### src/rtl/flat_priority_scheduler_if.sv
// Request/grant bundle between the per-port cell queues and the flat priority scheduler.
// i_req is a level-sensitive "queue non-empty" flag vector, i_ready is a per-cycle accept; a read is issued only when both are seen in IDLE, o_rd is a one-cycle strobe, and o_valid follows it one cycle later.
interface flat_priority_scheduler_if #(
    parameter int PORT     = 8,
    parameter int PRIORITY = 4
);
    logic [PORT*PRIORITY-1:0] i_req;
    logic                     i_ready;
    logic                     o_rd;
    logic [PORT-1:0]          o_rd_port;
    logic [PRIORITY-1:0]      o_rd_priority;
    logic                     o_valid;
    logic                     o_busy;

    modport master (
        output i_req, i_ready,
        input  o_rd, o_rd_port, o_rd_priority, o_valid, o_busy
    );

    modport slave (
        input  i_req, i_ready,
        output o_rd, o_rd_port, o_rd_priority, o_valid, o_busy
    );
endinterface

### src/rtl/flat_priority_scheduler.sv
// Strict-priority level select with a round-robin port pointer per level.
// One read every three cycles: IDLE decides, ISSUE strobes o_rd, SETTLE strobes o_valid.
module flat_priority_scheduler #(
    parameter int PORT     = 8,
    parameter int PRIORITY = 4
) (
    input  logic                     clk,
    input  logic                     reset,
    flat_priority_scheduler_if.slave bus,
    output logic [1:0]               o_dbg_state
);
    localparam int PW = (PORT > 1) ? $clog2(PORT) : 1;
    localparam int LW = (PRIORITY > 1) ? $clog2(PRIORITY) : 1;

    typedef enum logic [1:0] {
        IDLE   = 2'd0,
        ISSUE  = 2'd1,
        SETTLE = 2'd2
    } state_e;

    state_e              state_q;
    logic [PW-1:0]       ptr_q [PRIORITY];
    logic [PW-1:0]       gnt_port_q;
    logic [LW-1:0]       gnt_lvl_q;
    logic                rd_q;
    logic                valid_q;
    logic [PORT-1:0]     rd_port_q;
    logic [PRIORITY-1:0] rd_pri_q;

    logic                sel_found;
    logic [LW-1:0]       sel_lvl_d;
    logic [PW-1:0]       sel_port_d;
    logic [PORT-1:0]     lvl_bits;
    logic [PW-1:0]       ptr_sel;
    logic                port_found;

    always_comb begin : select
        int cand;
        sel_found  = 1'b0;
        sel_lvl_d  = '0;
        sel_port_d = '0;
        lvl_bits   = '0;
        ptr_sel    = '0;
        port_found = 1'b0;
        cand       = 0;
        for (int l = 0; l < PRIORITY; l++) begin
            if (!sel_found && (|bus.i_req[l*PORT +: PORT])) begin
                sel_found = 1'b1;
                sel_lvl_d = LW'(l);
                lvl_bits  = bus.i_req[l*PORT +: PORT];
                ptr_sel   = ptr_q[l];
            end
        end
        // Search starts at the level's pointer and wraps past the top port.
        for (int k = 0; k < PORT; k++) begin
            cand = (int'(ptr_sel) + k) % PORT;
            if (!port_found && lvl_bits[PW'(cand)]) begin
                port_found = 1'b1;
                sel_port_d = PW'(cand);
            end
        end
    end

    always_ff @(posedge clk or negedge reset) begin
        if (!reset) begin
            state_q    <= IDLE;
            gnt_port_q <= '0;
            gnt_lvl_q  <= '0;
            rd_q       <= 1'b0;
            valid_q    <= 1'b0;
            rd_port_q  <= '0;
            rd_pri_q   <= '0;
            for (int l = 0; l < PRIORITY; l++) begin
                ptr_q[l] <= '0;
            end
        end else begin
            case (state_q)
                IDLE: begin
                    valid_q <= 1'b0;
                    if (bus.i_ready && sel_found) begin
                        state_q    <= ISSUE;
                        gnt_port_q <= sel_port_d;
                        gnt_lvl_q  <= sel_lvl_d;
                        rd_q       <= 1'b1;
                        rd_port_q  <= PORT'(1) << sel_port_d;
                        rd_pri_q   <= PRIORITY'(1) << sel_lvl_d;
                    end
                end
                ISSUE: begin
                    state_q   <= SETTLE;
                    rd_q      <= 1'b0;
                    rd_port_q <= '0;
                    rd_pri_q  <= '0;
                    valid_q   <= 1'b1;
                    // Pointer moves only once the read has actually been issued.
                    for (int l = 0; l < PRIORITY; l++) begin
                        if (gnt_lvl_q == LW'(l)) begin
                            ptr_q[l] <= (gnt_port_q == PW'(PORT - 1)) ? '0 : gnt_port_q + 1'b1;
                        end
                    end
                end
                SETTLE: begin
                    state_q <= IDLE;
                    valid_q <= 1'b0;
                end
                default: begin
                    state_q   <= IDLE;
                    rd_q      <= 1'b0;
                    valid_q   <= 1'b0;
                    rd_port_q <= '0;
                    rd_pri_q  <= '0;
                end
            endcase
        end
    end

    assign bus.o_rd          = rd_q;
    assign bus.o_rd_port     = rd_port_q;
    assign bus.o_rd_priority = rd_pri_q;
    assign bus.o_valid       = valid_q;
    assign bus.o_busy        = (state_q != IDLE);
    assign o_dbg_state       = state_q;
endmodule

### src/flat_wrapper.sv
// flat-port wrapper written by rule: the top's interface ports become plain ports
module flat_priority_scheduler_flat 
#(
    parameter int PORT     = 8,
    parameter int PRIORITY = 4
)
  (clk, reset, o_dbg_state, bus_i_req, bus_i_ready, bus_o_rd, bus_o_rd_port, bus_o_rd_priority, bus_o_valid, bus_o_busy);
  flat_priority_scheduler_if #(.PORT(PORT), .PRIORITY(PRIORITY)) bus_i ();
  input  logic clk;
  input  logic reset;
  output logic [1:0] o_dbg_state;
  input wire logic [$bits(bus_i.i_req)-1:0] bus_i_req;
  input wire logic [$bits(bus_i.i_ready)-1:0] bus_i_ready;
  output wire logic [$bits(bus_i.o_rd)-1:0] bus_o_rd;
  output wire logic [$bits(bus_i.o_rd_port)-1:0] bus_o_rd_port;
  output wire logic [$bits(bus_i.o_rd_priority)-1:0] bus_o_rd_priority;
  output wire logic [$bits(bus_i.o_valid)-1:0] bus_o_valid;
  output wire logic [$bits(bus_i.o_busy)-1:0] bus_o_busy;
  assign bus_i.i_req = bus_i_req;
  assign bus_i.i_ready = bus_i_ready;
  assign bus_o_rd = bus_i.o_rd;
  assign bus_o_rd_port = bus_i.o_rd_port;
  assign bus_o_rd_priority = bus_i.o_rd_priority;
  assign bus_o_valid = bus_i.o_valid;
  assign bus_o_busy = bus_i.o_busy;
  flat_priority_scheduler #(.PORT(PORT), .PRIORITY(PRIORITY)) u_core (.clk(clk), .reset(reset), .bus(bus_i), .o_dbg_state(o_dbg_state));
endmodule
### config.mk
export PLATFORM = sky130hd
export DESIGN_NAME = flat_priority_scheduler_flat
export DESIGN_NICKNAME = d
export VERILOG_FILES = /design/src/rtl/flat_priority_scheduler_if.sv /design/src/rtl/flat_priority_scheduler.sv /design/src/flat_wrapper.sv
export SDC_FILE = /design/constraint.sdc
export NUM_CORES = 1
export LEC_CHECK = 0
export CORE_AREA = 2 2 66 100
export CTS_BUF_LIST = sky130_fd_sc_hd__clkbuf_4 sky130_fd_sc_hd__clkbuf_8
export DETAILED_ROUTE_END_ITERATION = 12
export DIE_AREA = 0 0 68 102
export MAX_ROUTING_LAYER = met4
export PLACE_DENSITY_LB_ADDON = 0.3
export SLEW_MARGIN = 10
export SYNTH_ARGS = -nofsm -noshare
export SYNTH_HDL_FRONTEND = slang
export SYNTH_SLANG_ARGS = --single-unit
### constraint.sdc
create_clock -name clk -period 4.2 [get_ports clk]
set_input_delay 1.05 -clock clk [delete_from_list [all_inputs] [get_ports clk]]
set_output_delay 1.05 -clock clk [all_outputs]
set_load 0.01 [all_outputs]
==> reports/metrics.cfg <==
[routing]
vias_per_cell=5.796
vias=2759
postRouteAntennaNets=0
drcViolationCount=0
wl_per_cell_microns=18.75
firstDrtPassIters=4
drt-initial-drc-count=96
finalWirelength_microns=8927

[yosys]
synthCells=259
ys_async_sr_fraction=1.000
ys_warn_count=0
netlist_area_sq_um=2836
synthDistinctLibCells=76
synth_edf_count=0
avgSynthCellArea_sq_um=10.95
ys.flop_type=dfrtp_1
synth_most_common_cell=dfrtp_1
synth_top_cells_by_count=33 x dfrtp_1, 20 x mux2_2, 19 x nor2_1
ys_seq_area_frac=0.2911
synth_top_area_frac=0.2911
syn-num-nets=298
synthTopCellsByArea=dfrtp_1 29%, mux2_2 7.9%, mux2i_1 3.9%
yosys.area.top_type=dfrtp_1
ys_ff_latch=33

[sta]
fin_worst_skew_ns=0.007353
fin_crit_sh=1.050
slew_headroom=0.5888
setup_ws_ns=-0.2115
drv_slew=0
holdWs_ns=0.5053
finalHoldViolations=0
final.min_clock_period_ns=4.411
setup_violations=11
max_freq_mhz=226.7
rsz0062_at_grt=true
tightest_slew_ns=0.6155
setup_tns_ns=-1.567

[hold_path]
hp-class=reg2reg

[final_layout]
final_util=0.7474
drive_gt1_frac=0.5398
diodes=0
fill_cells=392
syn_to_final_growth_pct=59.24
fin_nets=440

[power_and_ir_drop]
net-switching-power_w=0.001442
p_sw_frac=0.4140
power.total_w=0.003483
clkPwrFrac=0.088
p_int_w=0.002041
power_density_nw_per_um2=771.1
max-vdd-ir-drop_v=0.0004459
leakage_nw=1.982
power.sequential.fraction=0.146
power_frac_comb=0.765

[worst_setup_path]
path_cells=buf_8, buf_6, nor4_4, and4_4, buf_6, nand4b_1, o31a_4, buf_6, mux2_4, mux2i_4, mux2i_4, a211oi_4, o21ai_2, a2111oi_4, buf_4, o21ai_4, a32o_2
crit_arrival_ns=4.59
crit_fanout=6
crit_end=u_core.bus.o_rd_port[3]
crit_family=compound AO/OA/AOI/OAI gates
r2r_end=u_core.bus.o_rd_port[3]
path_buf_inv=5
crit_type=in2reg
regToRegSetupSlack_ns=0.95
start_kind=input pin
rr_startpoint=u_core.ptr_q[9]
critPathMaxStageDelay_ns=0.37
required_ns=4.38
crit_start=bus_i_req[5]
end_kind=flip-flop
worstRegToRegCells=12
cp_num_cells=17
cp_slowest_cell=nor4_4
path_common_cell=buf_6

[placement]
dpl.hpwl_microns=6434
io_buffers=51
place_ws_ns=-0.8872
gp_congestion=0.8975

[die]
die_h_microns=102
die_x_microns=68
initial_core_util=0.4694
coreArea_sq_um=6043
die_area_sq_um=6936
rows=35
ioPinCount=52

[cts]
clock_latency_ns=0.29
clockRootBuffer=clkbuf_8
clkSinkCount=33
cts_tree=done
path_clk_slew_ns=0.07
cts.htree.levels=2
cts_made_buffers=5
cts_buffer_depth=2
hold_buffers=0

[run_status]
violations=setup timing
status=finished, violations left

[global_routing]
grt_pass1_vias=2908
grt-ovfl-total=0
grt_first_pass_wirelength_microns=13960
grt_start_max_net_pins=34
antenna_found_initial=0
grtUsageTotal=0.2740

[job]
maxCapViolations=0

## power by group through the flow
stage / logic (W) / registers (W) / clock network, W
4_1_cts: 0.00244 / 0.000507 / 0.000314
2_1_floorplan: 0.00142 / 0.000505 / 0
5_1_grt: 0.00282 / 0.000524 / 0.000324
3_5_place_dp: 0.00214 / 0.000509 / 0
3_3_place_gp: 0.00210 / 0.000503 / 0
6_report: 0.00266 / 0.000510 / 0.000308
## layout make-up
type,instances,area (sq um),area share
Clock buffer,7,90.09,0.01994
Clock inverter,1,30.03,0.006648
Inverter,3,13.76,0.003047
Multi-Input combinational cell,212,2215,0.4903
Sequential cell,33,825.8,0.1828
Tap cell,74,92.59,0.02050
Timing Repair Buffer,146,1250,0.2767
## registers in the layout, summed over array words and instances (netlist names)
signal and count:
u_core.bus.o_rd 1, u_core.bus.o_rd_priority 4, u_core.bus.o_rd_port 8, u_core.ptr_q 12, u_core.gnt_lvl_q 2, u_core.o_dbg_state 2
u_core.bus.o_valid 1, u_core.gnt_port_q 3
## cells in the final DEF (no fill, tap or decap), types with 7 or more instances in the layout
| cell type | instances |
|---|---|
| dfrtp_1 | 33 |
| mux2_2 | 16 |
| buf_4 | 82 |
| a21oi_1 | 7 |
| mux2i_1 | 9 |
| mux2_4 | 9 |
| nand2_1 | 12 |
| buf_6 | 13 |
| dlygate4sd2_1 | 11 |
| buf_2 | 9 |
| nor2_1 | 19 |
| clkdlybuf4s50_1 | 19 |
| nor3_1 | 11 |
## logic make-up (layout without fill, tap and decap cells)
group	Yosys count	in the layout	synth area share
DFF	33	33	0.2911
muxes	41	41	0.1725
adders and majority gates	4	4	0.01765
buffers and inverters	14	157	0.04367
xor gates and xnor gates	3	3	0.02911
and+or+nand+nor	93	93	0.2007
AOI/OAI and AO/OA	71	71	0.2453
## layer usage
layer | GRT usage | up-vias | routed length, microns
li1 | - | 1311 | -
met5 | - | - | 0
met2 | 0.4802 | 50 | 5107
met3 | 0.04075 | 22 | 216
met4 | 0.1262 | 0 | 255
met1 | 0.2964 | 1376 | 3347
## repair_timing
action / CTS / global route
setup endpoints to repair: 11 / 11
buffers inserted: 9 / 14
resized for setup: 120 / 30
pin swaps: 34 / 29
## how the worst min path moves through the flow
| stage | slack [ns] | cells past startpoint | to | start |
|---|---|---|---|---|
| 4_1_cts | 0.51 | 1 | u_core.ptr_q[10] | u_core.ptr_q[10] |
| 3_3_place_gp | 0.47 | 2 | u_core.bus.o_rd_priority[0] | u_core.bus.o_rd_priority[0] |
| 6_report | 0.51 | 1 | u_core.bus.o_rd_port[4] | u_core.bus.o_rd_port[4] |
| 3_5_place_dp | 0.49 | 1 | u_core.ptr_q[10] | u_core.ptr_q[10] |
| 5_1_grt | 0.52 | 1 | u_core.bus.o_rd_port[4] | u_core.bus.o_rd_port[4] |
| 2_1_floorplan | 0.46 | 2 | u_core.gnt_port_q[1] | u_core.gnt_port_q[1] |
## per-stage QoR
step / instances / area, sq um
2_1_floorplan: 259 / 2900
3_3_place_gp: 445 / 3934
3_5_place_dp: 445 / 3934
4_1_cts: 462 / 4287
5_1_grt: 476 / 4517
6_report: 476 / 4517
No activity file was read; power rests on OpenSTA's default activity.
